File: config.mk
export PLATFORM = sky130hd
export DESIGN_NAME = nibble_serial_tx
export DESIGN_NICKNAME = d
export VERILOG_FILES = /design/src/rtl/nibble_serial_tx_pkg.sv /design/src/rtl/nibble_serial_tx_ffd_en_reg.sv /design/src/rtl/nibble_serial_tx.sv
export SDC_FILE = /design/constraint.sdc
export NUM_CORES = 1
export LEC_CHECK = 0
export ABC_AREA = 0
export ABC_CLOCK_PERIOD_IN_PS = 1600
export BUFFER_PORTS_ARGS = -buffer_cell sky130_fd_sc_hd__buf_4
export CAP_MARGIN = 20
export CORE_AREA = 2 2 39 41
export DETAILED_ROUTE_END_ITERATION = 6
export DIE_AREA = 0 0 41 43
export SETUP_SLACK_MARGIN = 0.1
export SYNTH_ARGS = -nofsm -noshare
export SYNTH_HDL_FRONTEND = slang
export SYNTH_SLANG_ARGS = --single-unit
File: constraint.sdc
create_clock -name clock -period 1.6 [get_ports clock]
set_clock_uncertainty 0.15 [all_clocks]
set_input_delay 0.32 -clock clock [delete_from_list [all_inputs] [get_ports clock]]
set_output_delay 0.32 -clock clock [all_outputs]
set_load 0.01 [all_outputs]
File: src/rtl/nibble_serial_tx_pkg.sv
// Shared types and constants for the nibble serial transmitter and its matching receiver.
// State encodings are fixed (IDLE=00, SHIFT=01, FIN=10) so both ends stay in step.
package nibble_serial_tx_pkg;

   typedef enum logic [1:0] {
      S_IDLE  = 2'b00,
      S_SHIFT = 2'b01,
      S_FIN   = 2'b10
   } state_t;

   localparam logic NST_IDLE_LEVEL = 1'b0;

endpackage

File: src/rtl/nibble_serial_tx_ffd_en_reg.sv
// WIDTH-bit D register with synchronous active-high reset and load enable.
// Latency 1 clock from en to q; no backpressure.
module ffd_en_reg #(
   parameter int WIDTH = 4
) (
   input  logic             clk,
   input  logic             rst,
   input  logic             en,
   input  logic [WIDTH-1:0] d,
   output logic [WIDTH-1:0] q
);

   always_ff @(posedge clk) begin
      if (rst)
         q <= '0;
      else if (en)
         q <= d;
   end

endmodule

File: src/rtl/nibble_serial_tx.sv
// Captures D on a start strobe and shifts it out MSB first; optional even parity bit (NIBBLE_SERIAL_TX_PARITY_EN).
// First bit 1 clock after ST is sampled; starts arriving while busy or finishing are dropped.
module nibble_serial_tx
   import nibble_serial_tx_pkg::*;
#(
   parameter int   WIDTH      = 4,
   parameter logic IDLE_LEVEL = NST_IDLE_LEVEL
) (
   input  logic             clock,
   input  logic             RST,
   input  logic             ST,
   input  logic [WIDTH-1:0] D,
   output logic             SO,
   output logic             BUSY,
   output logic             DONE
);

`ifdef NIBBLE_SERIAL_TX_PARITY_EN
   localparam int FRAME = WIDTH + 1;
`else
   localparam int FRAME = WIDTH;
`endif
   localparam int CW = $clog2(FRAME + 1);

   state_t           state, state_n;
   logic [CW-1:0]    cnt, cnt_n, nxt_idx;
   logic             so_n, busy_n, done_n, load;
   logic [WIDTH-1:0] word;
   logic [FRAME-1:0] frame_bits, frame_shift;

   ffd_en_reg #(.WIDTH(WIDTH)) u_word (
      .clk (clock),
      .rst (RST),
      .en  (load),
      .d   (D),
      .q   (word)
   );

`ifdef NIBBLE_SERIAL_TX_PARITY_EN
   assign frame_bits = {word, ^word};
`else
   assign frame_bits = word;
`endif

   // Left-shifting the frame by the next index puts the next bit at the MSB.
   assign nxt_idx     = cnt + CW'(1);
   assign frame_shift = frame_bits << nxt_idx;

   always_comb begin
      state_n = state;
      cnt_n   = cnt;
      so_n    = IDLE_LEVEL;
      busy_n  = 1'b0;
      done_n  = 1'b0;
      load    = 1'b0;
      case (state)
         S_IDLE: begin
            if (ST) begin
               load    = 1'b1;
               state_n = S_SHIFT;
               cnt_n   = '0;
               so_n    = D[WIDTH-1];
               busy_n  = 1'b1;
            end
         end
         S_SHIFT: begin
            if (cnt == CW'(FRAME - 1)) begin
               state_n = S_FIN;
               cnt_n   = '0;
               done_n  = 1'b1;
            end else begin
               cnt_n  = nxt_idx;
               so_n   = frame_shift[FRAME-1];
               busy_n = 1'b1;
            end
         end
         S_FIN:   state_n = S_IDLE;
         default: state_n = S_IDLE;
      endcase
   end

   always_ff @(posedge clock) begin
      if (RST) begin
         state <= S_IDLE;
         cnt   <= '0;
         SO    <= IDLE_LEVEL;
         BUSY  <= 1'b0;
         DONE  <= 1'b0;
      end else begin
         state <= state_n;
         cnt   <= cnt_n;
         SO    <= so_n;
         BUSY  <= busy_n;
         DONE  <= done_n;
      end
   end

endmodule

==> reports/results.txt <==
Status: finished, final reports clean
Post-CTS setup buffer count: 0
Transition time of the tightest slew-check pin: 0.329 ns
Count of vias placed by the detailed router: 352
Maximum number of pins on one net before global-route repair: 14
Number of instances in the synthesized netlist: 49
Sequential share of the synthesized area: 45.7%
Routability cong.: 0.734
CTS hold repair buffers: 0
Pins Over Slew Limit: 0
Count of nets left with antenna violations after detail routing: 0
Post-detailed-routing wire length: 796 microns
TritonCTS sink count: 12
Type of the setup path with the least slack: flip-flop to flip-flop
Detailed Place HPWL: 577 microns
Worst Hold Launch: D[3]
Final number of setup-violating endpoints: 0
Die H: 43 microns
Average wire per cell in the routed design: 10.6 microns
Switching power as a share of total power: 22.8%
Number of warnings reported in the yosys synthesis log: 0
Crit-path max FO: 3
Pleak: 0.259 nW
Worst EP required: 1.66 ns
Sequential fraction of design power: 56.9%
Vias in the first global route: 345
Hold violation total from the final report: 0
Total CTS buffers: 3
Core Footprint: 1380 sq um
CTS Buffer Depth: 2
Mean instance size in the synthesized netlist: 10.7 sq um
Logic gate share of total power: 11.5%
Worst reg2reg path startpoint: cnt[0]
Input/output buffers: 9
Worst max-slew margin expressed relative to the limit: 78.1%
Internal power of the cells: 439 uW
Cell at the root of the clock tree: sky130_fd_sc_hd__clkbuf_4
Total Neg Setup Slack: 0 ns
Peak Freq: 719 MHz
Initial standard-cell utilization of the core: 38.0%
Die area: 1760 sq um
CP Data Arrival Time: 1.45 ns
Classification of the worst-slack hold path: input port to flip-flop
Post-route fraction of the period consumed by the critical path: 86.9%
Clock power frac: 31.6%
Total gr overflow: 0
Layout cells sized above 1: 30.5%
Overall global routing resource usage: 12.6%
Post-DR vias/cell: 4.69
Reg2reg setup slack: 0.21 ns
Depth of the CTS H-tree: 1
Site Rows: 14
Non-filler cells, final: 75
DIE WIDTH: 41 microns
Kind of capture point of the worst setup path: flip-flop
# diodes: 0
Wire length of the first global-routing pass: 1450 microns
Net Switching: 129 uW
Count of distinct cell types in the synthesized netlist: 19
RSZ-0062 raised after global routing: no
Placed cell count: 72
Largest voltage drop on the vdd net: 0.000325 V
DRC violation count after routing: 0
Depth of the worst hold-timing path: 3
Number of DRC markers after the initial detailed-route iteration: 2
Antenna violations before repair: 0
Mapped Area: 526 sq um
Reg-to-Reg End: cnt[1]
Ratio of total power to cell area: 897 nW/um^2
Clock transition at the registers of the reported paths: 0.07 ns
Hold EP: SO
Worst Reg-to-Reg Cells: 5
Total of flip-flops plus latches after synthesis: 12
Synth-to-Final Area Change: 20.5%
Startpoint type of the worst setup path: flip-flop
Post-synth net total: 59
Max-Cap Viols: 0
Number of placed I/O pins: 10
Final critical path time including I/O delays and setup: 1.39 ns
Final #Nets: 71
1st-pass router iterations: 2
Final Util: 45.8%
Later-pin clock latency in the skew report: 0.26 ns
CTS tree: done
critical path, stage by stage, from the launching register on:
cell and delay [ns]:
sky130_fd_sc_hd__dfxtp_2 0.34, sky130_fd_sc_hd__ha_1 0.21, sky130_fd_sc_hd__ha_2 0.20, sky130_fd_sc_hd__nor3b_4 0.23
sky130_fd_sc_hd__a22oi_1 0.11, sky130_fd_sc_hd__nor2_1 0.09
metrics by stage:
step / hold slack (ns) / instance area [sq um] / total power [mW] / setup WS [ns]
floorplan: 0.249 / 526 / 0.370 / 0.279
global placement: 0.331 / 601 / 0.394 / 0.220
detailed placement: 0.337 / 601 / 0.394 / 0.161
CTS: 0.122 / 623 / 0.576 / 0.144
global route: 0.142 / 633 / 0.601 / 0.113
finish: 0.132 / 633 / 0.568 / 0.209
synthesized netlist by cell type:
library cell | number | area [sq um]
sky130_fd_sc_hd__a22oi_1 | 1 | 7.51
sky130_fd_sc_hd__a32oi_1 | 1 | 8.76
sky130_fd_sc_hd__buf_2 | 1 | 5.00
sky130_fd_sc_hd__buf_6 | 1 | 11.3
sky130_fd_sc_hd__clkbuf_1 | 1 | 3.75
sky130_fd_sc_hd__dfxtp_1 | 12 | 240
sky130_fd_sc_hd__ha_1 | 3 | 37.5
sky130_fd_sc_hd__inv_1 | 4 | 15.0
sky130_fd_sc_hd__mux2i_1 | 6 | 60.1
sky130_fd_sc_hd__mux4_2 | 1 | 22.5
sky130_fd_sc_hd__nand2_1 | 1 | 3.75
sky130_fd_sc_hd__nand3_1 | 1 | 5.00
sky130_fd_sc_hd__nand4b_1 | 1 | 8.76
sky130_fd_sc_hd__nor2_1 | 8 | 30.0
sky130_fd_sc_hd__nor3_1 | 2 | 10.0
sky130_fd_sc_hd__nor3b_2 | 1 | 12.5
sky130_fd_sc_hd__nor3b_4 | 1 | 18.8
sky130_fd_sc_hd__nor4b_1 | 2 | 17.5
sky130_fd_sc_hd__o21bai_1 | 1 | 7.51
timing repair:
action / CTS / global route
resized for setup: 0 / 3
setup endpoints to repair: 0 / 3
endpoints found under the hold margin: 0 / 0
power by group through the flow:
stage / sequential [mW] / combinational, mW / clock [mW]
3_3_place_gp: 0.330 / 0.0644 / 0
4_1_cts: 0.322 / 0.0649 / 0.189
2_1_floorplan: 0.326 / 0.0443 / 0
6_report: 0.323 / 0.0654 / 0.179
3_5_place_dp: 0.329 / 0.0647 / 0
5_1_grt: 0.325 / 0.0740 / 0.201
final cells by class:
class	count	area, sq um
clock buffers	3	22.5
flip-flops and latches	12	241
repair buffers	10	75.1
multi-input cells	30	259
well taps	16	20.0
fillers	130	751
inverters	4	15.0
registers in the layout (all words and copies together) (netlist names):
name,cells
BUSY,1
DONE,1
SO,1
cnt,3
state,2
u_word.q,4
per-layer routing:
| layer | share of wire [%] | wire length [microns] | vias up | GRT usage (%) |
|---|---|---|---|---|
| li1 | - | - | 191 | - |
| met2 | 46 | 367 | 4 | 15.0 |
| met4 | 0.88 | 7 | 0 | 12.0 |
| met3 | 2.5 | 20 | 2 | 3.14 |
| met5 | 0 | 0 | - | 0 |
| met1 | 50 | 400 | 155 | 17.3 |
worst max-delay path by stage:
stage | start | endpoint | slack [ns] | depth (start not counted)
6_report | cnt[0] | cnt[1] | 0.21 | 5
5_1_grt | cnt[0] | cnt[1] | 0.11 | 5
4_1_cts | cnt[0] | cnt[1] | 0.14 | 5
3_5_place_dp | cnt[0] | cnt[1] | 0.16 | 5
3_3_place_gp | cnt[0] | cnt[1] | 0.22 | 5
2_1_floorplan | cnt[0] | cnt[1] | 0.28 | 5
kinds of logic after synthesis:
| group | after synthesis | synth area share (%) |
|---|---|---|
| AOI/OAI and AO/OA | 3 | 4.53 |
| adders and majority gates | 3 | 7.14 |
| buffers and inverters | 7 | 6.66 |
| DFF | 12 | 45.7 |
| muxes | 7 | 15.7 |
| and+or+nand+nor | 17 | 20.2 |
placed cells by master (no fill, tap or decap), drive strengths merged, types with 2 or more instances in the layout:
cell type and instances:
dfxtp 12, buf 10, nor2 8, mux2i 6
inv 4, clkbuf 3, ha 3, nor3b 2
nor3 2, nor4b 2
(Power assumes the default switching activity.)
